### config.mk
export PLATFORM = sky130hd
export DESIGN_NAME = bin_bcd_mux_display
export DESIGN_NICKNAME = d
export VERILOG_FILES = /design/src/rtl/bin_bcd_mux_display.sv
export SDC_FILE = /design/constraint.sdc
export NUM_CORES = 1
export LEC_CHECK = 0
export ABC_AREA = 1
export BUFFER_PORTS_ARGS = -buffer_cell sky130_fd_sc_hd__buf_2
export CELL_PAD_IN_SITES_DETAIL_PLACEMENT = 0
export CELL_PAD_IN_SITES_GLOBAL_PLACEMENT = 1
export CORE_UTILIZATION = 42
export CTS_BUF_LIST = sky130_fd_sc_hd__clkbuf_16
export DETAILED_ROUTE_END_ITERATION = 8
export PLACE_DENSITY = 0.77
export SLEW_MARGIN = 25
export SYNTH_ARGS = -nofsm -noshare
export SYNTH_HDL_FRONTEND = slang
export SYNTH_SLANG_ARGS = --single-unit
### constraint.sdc
create_clock -name clock -period 2.8 [get_ports clock]
set_clock_uncertainty 0.2 [all_clocks]
set_input_delay 0.28 -clock clock [delete_from_list [all_inputs] [get_ports clock]]
set_output_delay 0.28 -clock clock [all_outputs]
set_load 0.005 [all_outputs]
### src/rtl/bin_bcd_mux_display.sv
// Sequential binary-to-BCD converter (double dabble, one iteration per clock)
// feeding a multiplexed common-anode seven-segment display with optional
// leading-zero blanking. The display only ever shows completed conversions.
module bin_bcd_mux_display #(
    parameter int DATA_W      = 8,
    parameter int DIGITS      = 4,
    parameter int REFRESH_DIV = 50000
) (
    input  logic                  clock,
    input  logic                  reset,
    input  logic [DATA_W-1:0]     data_in,
    input  logic                  load,
    input  logic                  blank_lz,
    output logic                  busy,
    output logic                  bcd_valid,
    output logic [4*DIGITS-1:0]   bcd_out,
    output logic [6:0]            segment_data,
    output logic [DIGITS-1:0]     AN
);

    localparam int BCD_W = 4 * DIGITS;
    localparam int CNT_W = $clog2(DATA_W + 1);
    localparam int REF_W = $clog2(REFRESH_DIV);
    localparam int IDX_W = (DIGITS > 1) ? $clog2(DIGITS) : 1;

    // 10^n as a 64-bit constant, used to prove the BCD field can hold 2^DATA_W-1
    function automatic longint unsigned pow10(input int n);
        longint unsigned r;
        r = 1;
        for (int i = 0; i < n; i++) begin
            r = r * 10;
        end
        return r;
    endfunction

    // Reject parameter sets the datapath cannot represent
    if (DATA_W < 4 || DATA_W > 20) begin : g_bad_data_w
        $fatal(1, "bin_bcd_mux_display: DATA_W must be in 4..20");
    end
    if (pow10(DIGITS) <= (64'd1 << DATA_W)) begin : g_bad_digits
        $fatal(1, "bin_bcd_mux_display: DIGITS too small for DATA_W");
    end
    if (REFRESH_DIV < 2) begin : g_bad_refresh
        $fatal(1, "bin_bcd_mux_display: REFRESH_DIV must be at least 2");
    end

    // Active-low {g,f,e,d,c,b,a} pattern for one BCD digit; non-decimal codes blank
    function automatic logic [6:0] seg_decode(input logic [3:0] d);
        case (d)
            4'd0:    return 7'h40;
            4'd1:    return 7'h79;
            4'd2:    return 7'h24;
            4'd3:    return 7'h30;
            4'd4:    return 7'h19;
            4'd5:    return 7'h12;
            4'd6:    return 7'h02;
            4'd7:    return 7'h78;
            4'd8:    return 7'h00;
            4'd9:    return 7'h10;
            default: return 7'h7F;
        endcase
    endfunction

    typedef enum logic [1:0] {
        IDLE  = 2'd0,
        SHIFT = 2'd1,
        DONE  = 2'd2
    } state_t;

    state_t             state;
    state_t             next_state;
    logic               start;
    logic               step;
    logic               finish;
    logic [DATA_W-1:0]  bin_reg;
    logic [BCD_W-1:0]   bcd_acc;
    logic [BCD_W-1:0]   adjusted;
    logic [CNT_W-1:0]   iter;
    logic [BCD_W-1:0]   disp_reg;

    logic [REF_W-1:0]   refresh_cnt;
    logic [IDX_W-1:0]   scan_idx;
    logic [IDX_W-1:0]   next_idx;
    logic               terminal;
    logic [DIGITS-1:0]  blank_mask;
    logic               zero_above;
    logic [3:0]         next_digit;
    logic               next_blank;
    logic [6:0]         seg_next;
    logic [DIGITS-1:0]  an_next;

    // Converter state register
    always_ff @(posedge clock) begin
        if (reset) begin
            state <= IDLE;
        end else begin
            state <= next_state;
        end
    end

    // Converter next-state: accept a load only when idle, run DATA_W shifts, then publish
    always_comb begin
        next_state = state;
        case (state)
            IDLE:    if (load) next_state = SHIFT;
            SHIFT:   if (iter == CNT_W'(DATA_W - 1)) next_state = DONE;
            DONE:    next_state = IDLE;
            default: next_state = IDLE;
        endcase
    end

    // Converter outputs and datapath strobes decoded from the current state
    always_comb begin
        busy   = 1'b0;
        start  = 1'b0;
        step   = 1'b0;
        finish = 1'b0;
        case (state)
            IDLE: begin
                start = load;
            end
            SHIFT: begin
                busy = 1'b1;
                step = 1'b1;
            end
            DONE: begin
                busy   = 1'b1;
                finish = 1'b1;
            end
            default: begin
                busy = 1'b0;
            end
        endcase
    end

    // Add-3 correction of every nibble that would overflow past 9 after doubling
    always_comb begin
        adjusted = bcd_acc;
        for (int i = 0; i < DIGITS; i++) begin
            if (bcd_acc[4*i +: 4] >= 4'd5) begin
                adjusted[4*i +: 4] = bcd_acc[4*i +: 4] + 4'd3;
            end
        end
    end

    // Shift register pair {bcd, bin}; top bit of the corrected BCD is always zero and is dropped
    always_ff @(posedge clock) begin
        if (reset) begin
            bin_reg <= '0;
            bcd_acc <= '0;
            iter    <= '0;
        end else if (start) begin
            bin_reg <= data_in;
            bcd_acc <= '0;
            iter    <= '0;
        end else if (step) begin
            bcd_acc <= BCD_W'({adjusted, bin_reg[DATA_W-1]});
            bin_reg <= {bin_reg[DATA_W-2:0], 1'b0};
            iter    <= iter + 1'b1;
        end
    end

    // Publish a finished conversion to the output and the display in the same edge
    always_ff @(posedge clock) begin
        if (reset) begin
            bcd_out   <= '0;
            disp_reg  <= '0;
            bcd_valid <= 1'b0;
        end else begin
            bcd_valid <= finish;
            if (finish) begin
                bcd_out  <= bcd_acc;
                disp_reg <= bcd_acc;
            end
        end
    end

    // Mark digits above the units that are zero together with everything above them
    always_comb begin
        blank_mask = '0;
        zero_above = 1'b1;
        for (int i = DIGITS - 1; i >= 1; i--) begin
            zero_above    = zero_above & (disp_reg[4*i +: 4] == 4'd0);
            blank_mask[i] = zero_above;
        end
    end

    // Work out the slot the scan moves to and what it should show there
    always_comb begin
        terminal   = (refresh_cnt == REF_W'(REFRESH_DIV - 1));
        next_idx   = (scan_idx == IDX_W'(DIGITS - 1)) ? '0 : scan_idx + 1'b1;
        next_digit = 4'd0;
        next_blank = 1'b0;
        for (int i = 0; i < DIGITS; i++) begin
            if (next_idx == IDX_W'(i)) begin
                next_digit = disp_reg[4*i +: 4];
                next_blank = blank_mask[i];
            end
        end
        seg_next = (blank_lz && next_blank) ? 7'h7F : seg_decode(next_digit);
        an_next  = ~(DIGITS'(1) << next_idx);
    end

    // Refresh timer and registered anode/segment drive, updated once per slot
    always_ff @(posedge clock) begin
        if (reset) begin
            refresh_cnt  <= '0;
            scan_idx     <= '0;
            AN           <= '1;
            segment_data <= 7'h7F;
        end else if (terminal) begin
            refresh_cnt  <= '0;
            scan_idx     <= next_idx;
            AN           <= an_next;
            segment_data <= seg_next;
        end else begin
            refresh_cnt  <= refresh_cnt + 1'b1;
        end
    end

endmodule

==> implementation parameters, run 1 <==
Parameter                              Value

Worst setup path
  Worst setup endpoint    segment_data[3]$_SDFFE_PP1P_
  Start of the worst register-to-register path    scan_idx[1]$_SDFFE_PP0P_
  Cell family contributing the most delay on the critical path    adder cells
  Startpoint types    flop
  Worst path depth    13
  R2R setup slack    0.54 ns
  First element of the critical path    scan_idx[1]$_SDFFE_PP0P_
  Number of cell instances on the worst register-to-register path    13
  Arrival @ worst endpoint    2.33 ns
  Most repeated library cell on the critical path    sky130_fd_sc_hd__nand2_1
  Crit Path Max Fanout    8
  Master of the slowest instance on the critical path    sky130_fd_sc_hd__ha_1
  Reg-to-Reg End    segment_data[3]$_SDFFE_PP1P_
  Worst path cell trace    inv_1 -> ha_1 -> inv_1 -> nand3_1 -> nand2_1 -> nand2_1 -> inv_1 -> ha_1 -> inv_1 -> nand2_1 -> nand2_1 -> nand2_1 -> a21oi_1
  Critical Path End Type    flop
  Critical Setup Path Class    flop to flop
  Buffers and inverters on the worst path    4
  Slowest stage delay, CP    0.34 ns
  Endpoint required time on the critical path    2.87 ns

Final layout
  Number of fill cells    870
  Layout Cell Area excl Fill    around 4300 um^2
  Number of antenna diodes    0
  Footprint of the flip-flops and latches    1520 um^2
  Share of cells above drive strength 1    0.143
  NumNets Final    570
  Layout overhead on the synthesized area    17.0%
  Area of the multi-input gates    1830 um^2

Die
  Die Ht    95.2 um
  Floorplan die area    ~9000 um^2
  Core region area    approximately 8300 um^2
  X dimension of the die    95.2 um
  Number of cell rows    33
  Starting utilization of the core area    0.439
  Top-level port count    41

Job
  Max-capacitance violation count    0

Synthesis
  Most area-hungry cell type in the Yosys netlist    sky130_fd_sc_hd__dfxtp_1
  Syn_area_per_cell    roughly 7.3 um^2
  Sequential element share of the synthesized area    0.417
  Most area-consuming cells after synthesis    sky130_fd_sc_hd__dfxtp_1 (42%), sky130_fd_sc_hd__nand2_1 (11%), sky130_fd_sc_hd__a21oi_1 (8.7%)
  #FFs+latches synth    76
  Net count after synthesis    530
  Number of library cell types mapped by synthesis    32
  Combined area of all synthesized cells    ~3600 um^2
  Area fraction of the dominant cell type after synthesis    0.417
  Post-synthesis cell count    499
  Count of warnings emitted by yosys    0

Timing
  Final critical delay including setup and external delays    roughly 2.3 ns
  Fmax    approximately 0.44 GHz
  Setup Total Neg Slack    0 ns
  Final number of setup-violating endpoints    0
  Pin slew with the least headroom to its limit    0.667 ns
  Setup ws final    around 0.54 ns
  Hold Vio Cnt, Final    0
  Final Max Slew Viols    0
  Share of the clock period used by the worst path    0.806
  Worst max-slew margin expressed relative to the limit    0.552
  RSZ-0062 raised after global routing    false

Clock network
  Latest clock arrival within the worst-skew pair    0.34 ns
  Buffer levels on the longest clock path    2
  Clock tree from TritonCTS    done
  Root buffer selected by CTS    sky130_fd_sc_hd__clkbuf_16
  Clock slew at the register clock pins of the worst setup and hold paths    ~0.060 ns
  Number of levels the H-tree was split into    3
  Number of buffers created by CTS    9
  Post-CTS setup repair buffer count    0
  Number of clock sinks seen by CTS    76

Detailed routing
  Final routed wire length divided by cell count    roughly 12 um
  Amount of wire on met2 after detailed routing    ~3600 um
  Total via count in the routed design    3187
  Antenna-violating nets left    0
  Drt pass-1 iters    4
  Detail-routed via count per cell    just under 5
  DRT iter0 DRCs    94
  Sum of routed wire length over all layers    8050 um
  Number of remaining DRC errors    0
  Highest routed metal layer    met4
  Routed wire length on met3    294 um
  WL met1    4040 um

Min path
  Class of the tightest hold or removal check    input port to flop

Global route
  Total GRT Usage    0.197
  Wire length of the first global-routing pass    approximately 14000 um
  Largest net degree at the start of global routing    32
  Antenna violations before repair    0
  Grt total ovfl    0
  Number of global-route vias before repair    2981

Place
  Final RePlAce weighted congestion    0.782
  Post-Place Setup Slack    a little under 0.6 ns
  # port buffers    40
  Post-Place Cell Area    3940 um^2
  Placed wire-length estimate after detailed placement    approximately 5800 um

Status
  Status    completed

Power and ir drop
  Leak    1.84 nW
  Pwr per Cell Area    818 nW/um^2
  Peak ir drop on the vdd network    502 uV
metal layers:
metal	global-route usage	up-vias
met1	0.248	1418
li1	-	1707
met4	0.0896	0
met2	0.317	50
met5	0	-
met3	0.0455	12
how the worst min path moves through the flow:
stage                         startpoint                         to  slack (ns)  depth (start not counted)
2_1_floorplan                      reset       bcd_valid$_SDFF_PP0_        0.15                          1
3_3_place_gp   refresh_cnt[0]$_SDFF_PP0_  refresh_cnt[0]$_SDFF_PP0_        0.23                          1
3_5_place_dp   refresh_cnt[0]$_SDFF_PP0_  refresh_cnt[0]$_SDFF_PP0_        0.24                          1
4_1_cts                       data_in[0]    bin_reg[0]$_SDFFE_PP0P_        0.02                          3
5_1_grt                       data_in[0]    bin_reg[0]$_SDFFE_PP0P_        0.04                          3
6_report                      data_in[0]    bin_reg[0]$_SDFFE_PP0P_        0.03                          3
worst reg2reg max path, stage by stage (launching register included):
cell	delay, ns
sky130_fd_sc_hd__dfxtp_1	0.32
sky130_fd_sc_hd__inv_1	0.09
sky130_fd_sc_hd__ha_1	0.34
sky130_fd_sc_hd__inv_1	0.13
sky130_fd_sc_hd__nand3_1	0.11
sky130_fd_sc_hd__nand2_1	0.06
sky130_fd_sc_hd__nand2_1	0.17
sky130_fd_sc_hd__inv_1	0.10
sky130_fd_sc_hd__ha_1	0.31
sky130_fd_sc_hd__inv_1	0.05
sky130_fd_sc_hd__nand2_1	0.05
sky130_fd_sc_hd__nand2_1	0.06
sky130_fd_sc_hd__nand2_1	0.05
sky130_fd_sc_hd__a21oi_1	0.14
through the flow:
| step | utilization | total power [mW] | hold slack (ns) | cells |
|---|---|---|---|---|
| after CTS | 0.514 | 3.54 | 0.0240 | 649 |
| after floorplan | - | 1.99 | 0.152 | 499 |
| after detailed placement | 0.475 | 2.29 | 0.243 | 632 |
| after global routing | 0.514 | 3.74 | 0.0403 | 649 |
| final | 0.514 | 3.49 | 0.0280 | 649 |
| after global placement | 0.475 | 2.28 | 0.231 | 632 |
layout make-up:
cell class | instances | area share
Multi-Input combinational cell | 348 | 0.430
Sequential cell | 76 | 0.357
Timing Repair Buffer | 45 | 0.0563
Clock buffer | 9 | 0.0528
Inverter | 59 | 0.0519
Tap cell | 105 | 0.0308
Clock inverter | 7 | 0.0214
power breakdown:
| group | switching, mW | internal [mW] | leakage (nW) |
|---|---|---|---|
| logic | 0.568 | 0.311 | 1.08 |
| registers | 0.130 | 1.24 | 0.618 |
| clock network | 0.459 | 0.777 | 0.151 |
cells in the mapped netlist:
master                     instances
sky130_fd_sc_hd__o211a_1           1
sky130_fd_sc_hd__buf_2             3
sky130_fd_sc_hd__a21oi_2           2
sky130_fd_sc_hd__nand2_2           3
sky130_fd_sc_hd__nor3_1            4
sky130_fd_sc_hd__or3_1             1
sky130_fd_sc_hd__clkinv_1          1
sky130_fd_sc_hd__o21ai_1           1
sky130_fd_sc_hd__nor2_1           36
sky130_fd_sc_hd__or2_2             2
sky130_fd_sc_hd__nand3_1          22
sky130_fd_sc_hd__xnor2_1           2
sky130_fd_sc_hd__nand3_4           1
sky130_fd_sc_hd__xor2_1            7
sky130_fd_sc_hd__dfxtp_1          76
sky130_fd_sc_hd__a31oi_1           8
sky130_fd_sc_hd__o21ai_0          47
sky130_fd_sc_hd__nor3b_1           2
sky130_fd_sc_hd__a21oi_1          63
sky130_fd_sc_hd__inv_1            55
sky130_fd_sc_hd__nor2_2            4
sky130_fd_sc_hd__inv_2             3
sky130_fd_sc_hd__nand3_2           2
sky130_fd_sc_hd__or2_0             2
sky130_fd_sc_hd__buf_4             1
sky130_fd_sc_hd__nand2_1         109
sky130_fd_sc_hd__nand4_1           3
sky130_fd_sc_hd__o21a_1            1
sky130_fd_sc_hd__o211ai_1          3
sky130_fd_sc_hd__nor2_4            3
sky130_fd_sc_hd__ha_1             19
sky130_fd_sc_hd__clkbuf_1         12
kinds of logic (layout without fill, tap and decap cells):
kind of cell | after synthesis | count (layout) | synth area share
buffers and inverters | 75 | 120 | 0.0793
AND/OR/NAND/NOR | 194 | 194 | 0.234
AO/OA/AOI/OAI | 126 | 126 | 0.182
flip-flops | 76 | 76 | 0.417
XOR/XNOR | 9 | 9 | 0.0216
adder cells (fa/ha/maj) | 19 | 19 | 0.0652
cell usage in the layout (no fill, tap or decap), types with 2 or more instances in the layout:
master / netlist / routed
sky130_fd_sc_hd__xor2_1: 7 / 7
sky130_fd_sc_hd__o211ai_1: 3 / 3
sky130_fd_sc_hd__a21oi_1: 63 / 63
sky130_fd_sc_hd__nor3_1: 4 / 4
sky130_fd_sc_hd__bufinv_16: 0 / 2
sky130_fd_sc_hd__nand2_2: 3 / 3
sky130_fd_sc_hd__clkinvlp_4: 0 / 2
sky130_fd_sc_hd__clkbuf_16: 0 / 9
sky130_fd_sc_hd__inv_1: 55 / 56
sky130_fd_sc_hd__nor2_4: 3 / 3
sky130_fd_sc_hd__dfxtp_1: 76 / 76
sky130_fd_sc_hd__inv_2: 3 / 3
sky130_fd_sc_hd__buf_4: 1 / 4
sky130_fd_sc_hd__or2_0: 2 / 2
sky130_fd_sc_hd__buf_2: 3 / 40
sky130_fd_sc_hd__a21oi_2: 2 / 2
sky130_fd_sc_hd__nand4_1: 3 / 3
sky130_fd_sc_hd__nand2_1: 109 / 109
sky130_fd_sc_hd__clkinv_1: 1 / 2
sky130_fd_sc_hd__nand3_2: 2 / 2
sky130_fd_sc_hd__nor2_1: 36 / 36
sky130_fd_sc_hd__nor3b_1: 2 / 2
sky130_fd_sc_hd__xnor2_1: 2 / 2
sky130_fd_sc_hd__or2_2: 2 / 2
sky130_fd_sc_hd__nand3_1: 22 / 22
sky130_fd_sc_hd__nor2_2: 4 / 4
sky130_fd_sc_hd__o21ai_0: 47 / 47
sky130_fd_sc_hd__a31oi_1: 8 / 8
sky130_fd_sc_hd__ha_1: 19 / 19
timing repair:
action	4_1_cts	5_1_grt
endpoints found under the hold margin	1	0
resized for setup	0	0
hold buffers	1	0
Note: power is estimated with default switching activity, not from simulation.
==> run 2: changes to the inputs <==
clock period = 2.1 ns   (was 2.8 ns; I/O delays follow)
==> run 2 against run 1 <==
The flow now finishes with violations (hold timing). Sequential share of layout area is 1.8 points lower. Critical path depth stayed put. Highest routed layer unchanged. First-iteration DRC count is 31% higher. Clock power is 44% higher.
==> implementation parameters, run 2 (same netlist as run 1, synthesis figures left out) <==
Parameter                              Value

Status
  Status    complete, but fails checks
  Failing checks    hold timing

Final layout
  Footprint of the flip-flops and latches    1520 um^2 (about the same)
  Layout Cell Area excl Fill    4490 um^2 (+5.3%)
  Area of the multi-input gates    1860 um^2 (+1.5%)
  Most frequent standard cell in the layout excluding fill and tap cells    sky130_fd_sc_hd__nand2_1
  Number of antenna diodes    0 (unchanged)
  NumNets Final    589 (+3.3%)
  Number of fill cells    827 (-4.9%)
  Layout overhead on the synthesized area    23.2%
  Share of cells above drive strength 1    0.174 (+0.0307)
  Final instance count without filler cells    668 (+2.9%)
  Commonest non-fill, non-tap cells in the layout    sky130_fd_sc_hd__nand2_1 (109), sky130_fd_sc_hd__dfxtp_1 (75), sky130_fd_sc_hd__a21oi_1 (63)

Global route
  Antenna violations before repair    0 (unchanged)
  Total GRT Usage    0.204 (+0.00718)
  Wire length of the first global-routing pass    14200 um (+3.6%)
  Number of global-route vias before repair    3049 (+2.3%)
  Largest net degree at the start of global routing    27 (-16%)
  Grt total ovfl    0 (unchanged)

Worst setup path
  Arrival @ worst endpoint    2.01 ns (-0.32 ns)
  Slowest stage delay, CP    0.35 ns (about the same)
  Critical Setup Path Class    flop to flop
  Most repeated library cell on the critical path    sky130_fd_sc_hd__nand2_1
  Worst path cell trace    ha_1 -> nand2_1 -> nand2_1 -> nand3_1 -> nand2_1 -> nand2_1 -> inv_1 -> ha_1 -> inv_1 -> nand2_1 -> nand2_1 -> nand2_1 -> a21oi_1
  Master of the slowest instance on the critical path    sky130_fd_sc_hd__dfxtp_2
  Critical Path End Type    flop
  Crit Path Max Fanout    6 (-2)
  Startpoint types    flop
  Endpoint required time on the critical path    2.17 ns (-0.70 ns)

Power and ir drop
  Pwr per Cell Area    1090 nW/um^2 (+34%)
  Peak ir drop on the vdd network    591 uV (+18%)
  Leak    1.95 nW (+5.6%)

Timing
  Minimum hold slack    -0.000316 ns (-0.0283 ns)
  Share of the clock period used by the worst path    0.921 (+0.115)
  Final critical delay including setup and external delays    1.94 ns (-0.323 ns)
  Hold Vio Cnt, Final    1 (+1)
  Fmax    0.517 GHz (+17%)
  Final Max Slew Viols    0 (unchanged)
  Worst max-slew margin expressed relative to the limit    0.726 (+0.174)
  Final number of setup-violating endpoints    0 (unchanged)
  RSZ-0062 raised after global routing    false
  Setup Total Neg Slack    0 ns (unchanged)
  Pin slew with the least headroom to its limit    0.409 ns (-0.258 ns)

Clock network
  Number of clock sinks seen by CTS    76 (unchanged)
  Clock tree from TritonCTS    done
  Clock slew at the register clock pins of the worst setup and hold paths    0.06 ns (about the same)
  Latest clock arrival within the worst-skew pair    0.33 ns (about the same)
  Number of levels the H-tree was split into    3 (unchanged)
  Buffer levels on the longest clock path    2 (unchanged)
  Number of buffers created by CTS    9 (unchanged)
  Root buffer selected by CTS    sky130_fd_sc_hd__clkbuf_16

Die
  Top-level port count    41 (unchanged)
  X dimension of the die    95.2 um (unchanged)
  Number of cell rows    33 (unchanged)
  Core region area    8300 um^2 (unchanged)
  Starting utilization of the core area    0.439 (unchanged)
  Floorplan die area    9050 um^2 (unchanged)
  Die Ht    95.2 um (unchanged)

Min path
  Class of the tightest hold or removal check    input port to flop

Place
  Post-Place Cell Area    4030 um^2 (+2.4%)
  Final RePlAce weighted congestion    0.892 (+14%)
  # port buffers    40 (unchanged)
  # placed instances    643 (+1.7%)
  Placed wire-length estimate after detailed placement    5920 um (+2.6%)

Detailed routing
  Number of remaining DRC errors    0 (unchanged)
  Sum of routed wire length over all layers    8300 um (+3.1%)
  Drt pass-1 iters    4 (unchanged)
  Total via count in the routed design    3281 (+2.9%)
  Detail-routed via count per cell    4.91 (about the same)
  Antenna-violating nets left    0 (unchanged)
  Final routed wire length divided by cell count    12.4 um (+0.20%)
  DRT iter0 DRCs    123 (+31%)

Job
  Max-capacitance violation count    0 (unchanged)
[run 2: path summary, 6_finish.rpt]
path	startpoint	end	slack (ns)	cells past startpoint
worst min-delay path	data_in[4]	bin_reg[4]$_SDFFE_PP0P_	-0.0003	3
worst min register to register	refresh_cnt[0]$_SDFF_PP0_	refresh_cnt[0]$_SDFF_PP0_	0.25	1
worst max register to register	scan_idx[0]$_SDFFE_PP0P_	segment_data[3]$_SDFFE_PP1P_	0.16	13
worst max-delay path	scan_idx[0]$_SDFFE_PP0P_	segment_data[3]$_SDFFE_PP1P_	0.16	13
[run 2: per-layer routing]
metal	track usage	wire (um)
met5	0	0
met4	0.0934	110
met3	0.0606	373
met2	0.313	3730
met1	0.262	4090
[run 2: final cells by class]
type	instances	share of cell area
multi-input cells	348	0.415
flip-flops and latches	76	0.339
repair buffers	64	0.0919
clock buffers	9	0.0502
inverters	59	0.0493
well taps	105	0.0293
clock inverters	7	0.0256
[run 2: power by group]
group          internal [mW]  switching (mW)  total (mW)
Clock                   1.16           0.620        1.78
Combinational          0.501           0.788        1.29
Sequential              1.66           0.185        1.84
Total                   3.32            1.59        4.91
[run 2: timing repair]
action                                  in CTS  in global routing
hold endpoints to repair                     8                  0
hold buffers                                 8                  0
endpoints found under the setup margin       0                  6
resized for setup                            0                  8
buffers inserted                             0                  1
[run 2: stage by stage]
| step | power [mW] | util | setup WS [ns] |
|---|---|---|---|
| after floorplan | 2.65 | - | 0.0822 |
| after global placement | 3.14 | 0.486 | 0.127 |
| after detailed placement | 3.16 | 0.486 | 0.0620 |
| after CTS | 4.96 | 0.537 | 0.0368 |
| after global routing | 5.25 | 0.541 | 0.00485 |
| final | 4.91 | 0.541 | 0.165 |
[run 2: worst max-delay path: cells and delay by family (launching register included)]
family,cells,cell delay [ns]
adder cells (fa/ha/maj),2,0.58
AND/OR/NAND/NOR,8,0.52
flip-flops,1,0.35
AO/OA/AOI/OAI,1,0.12
buffers and inverters,2,0.11
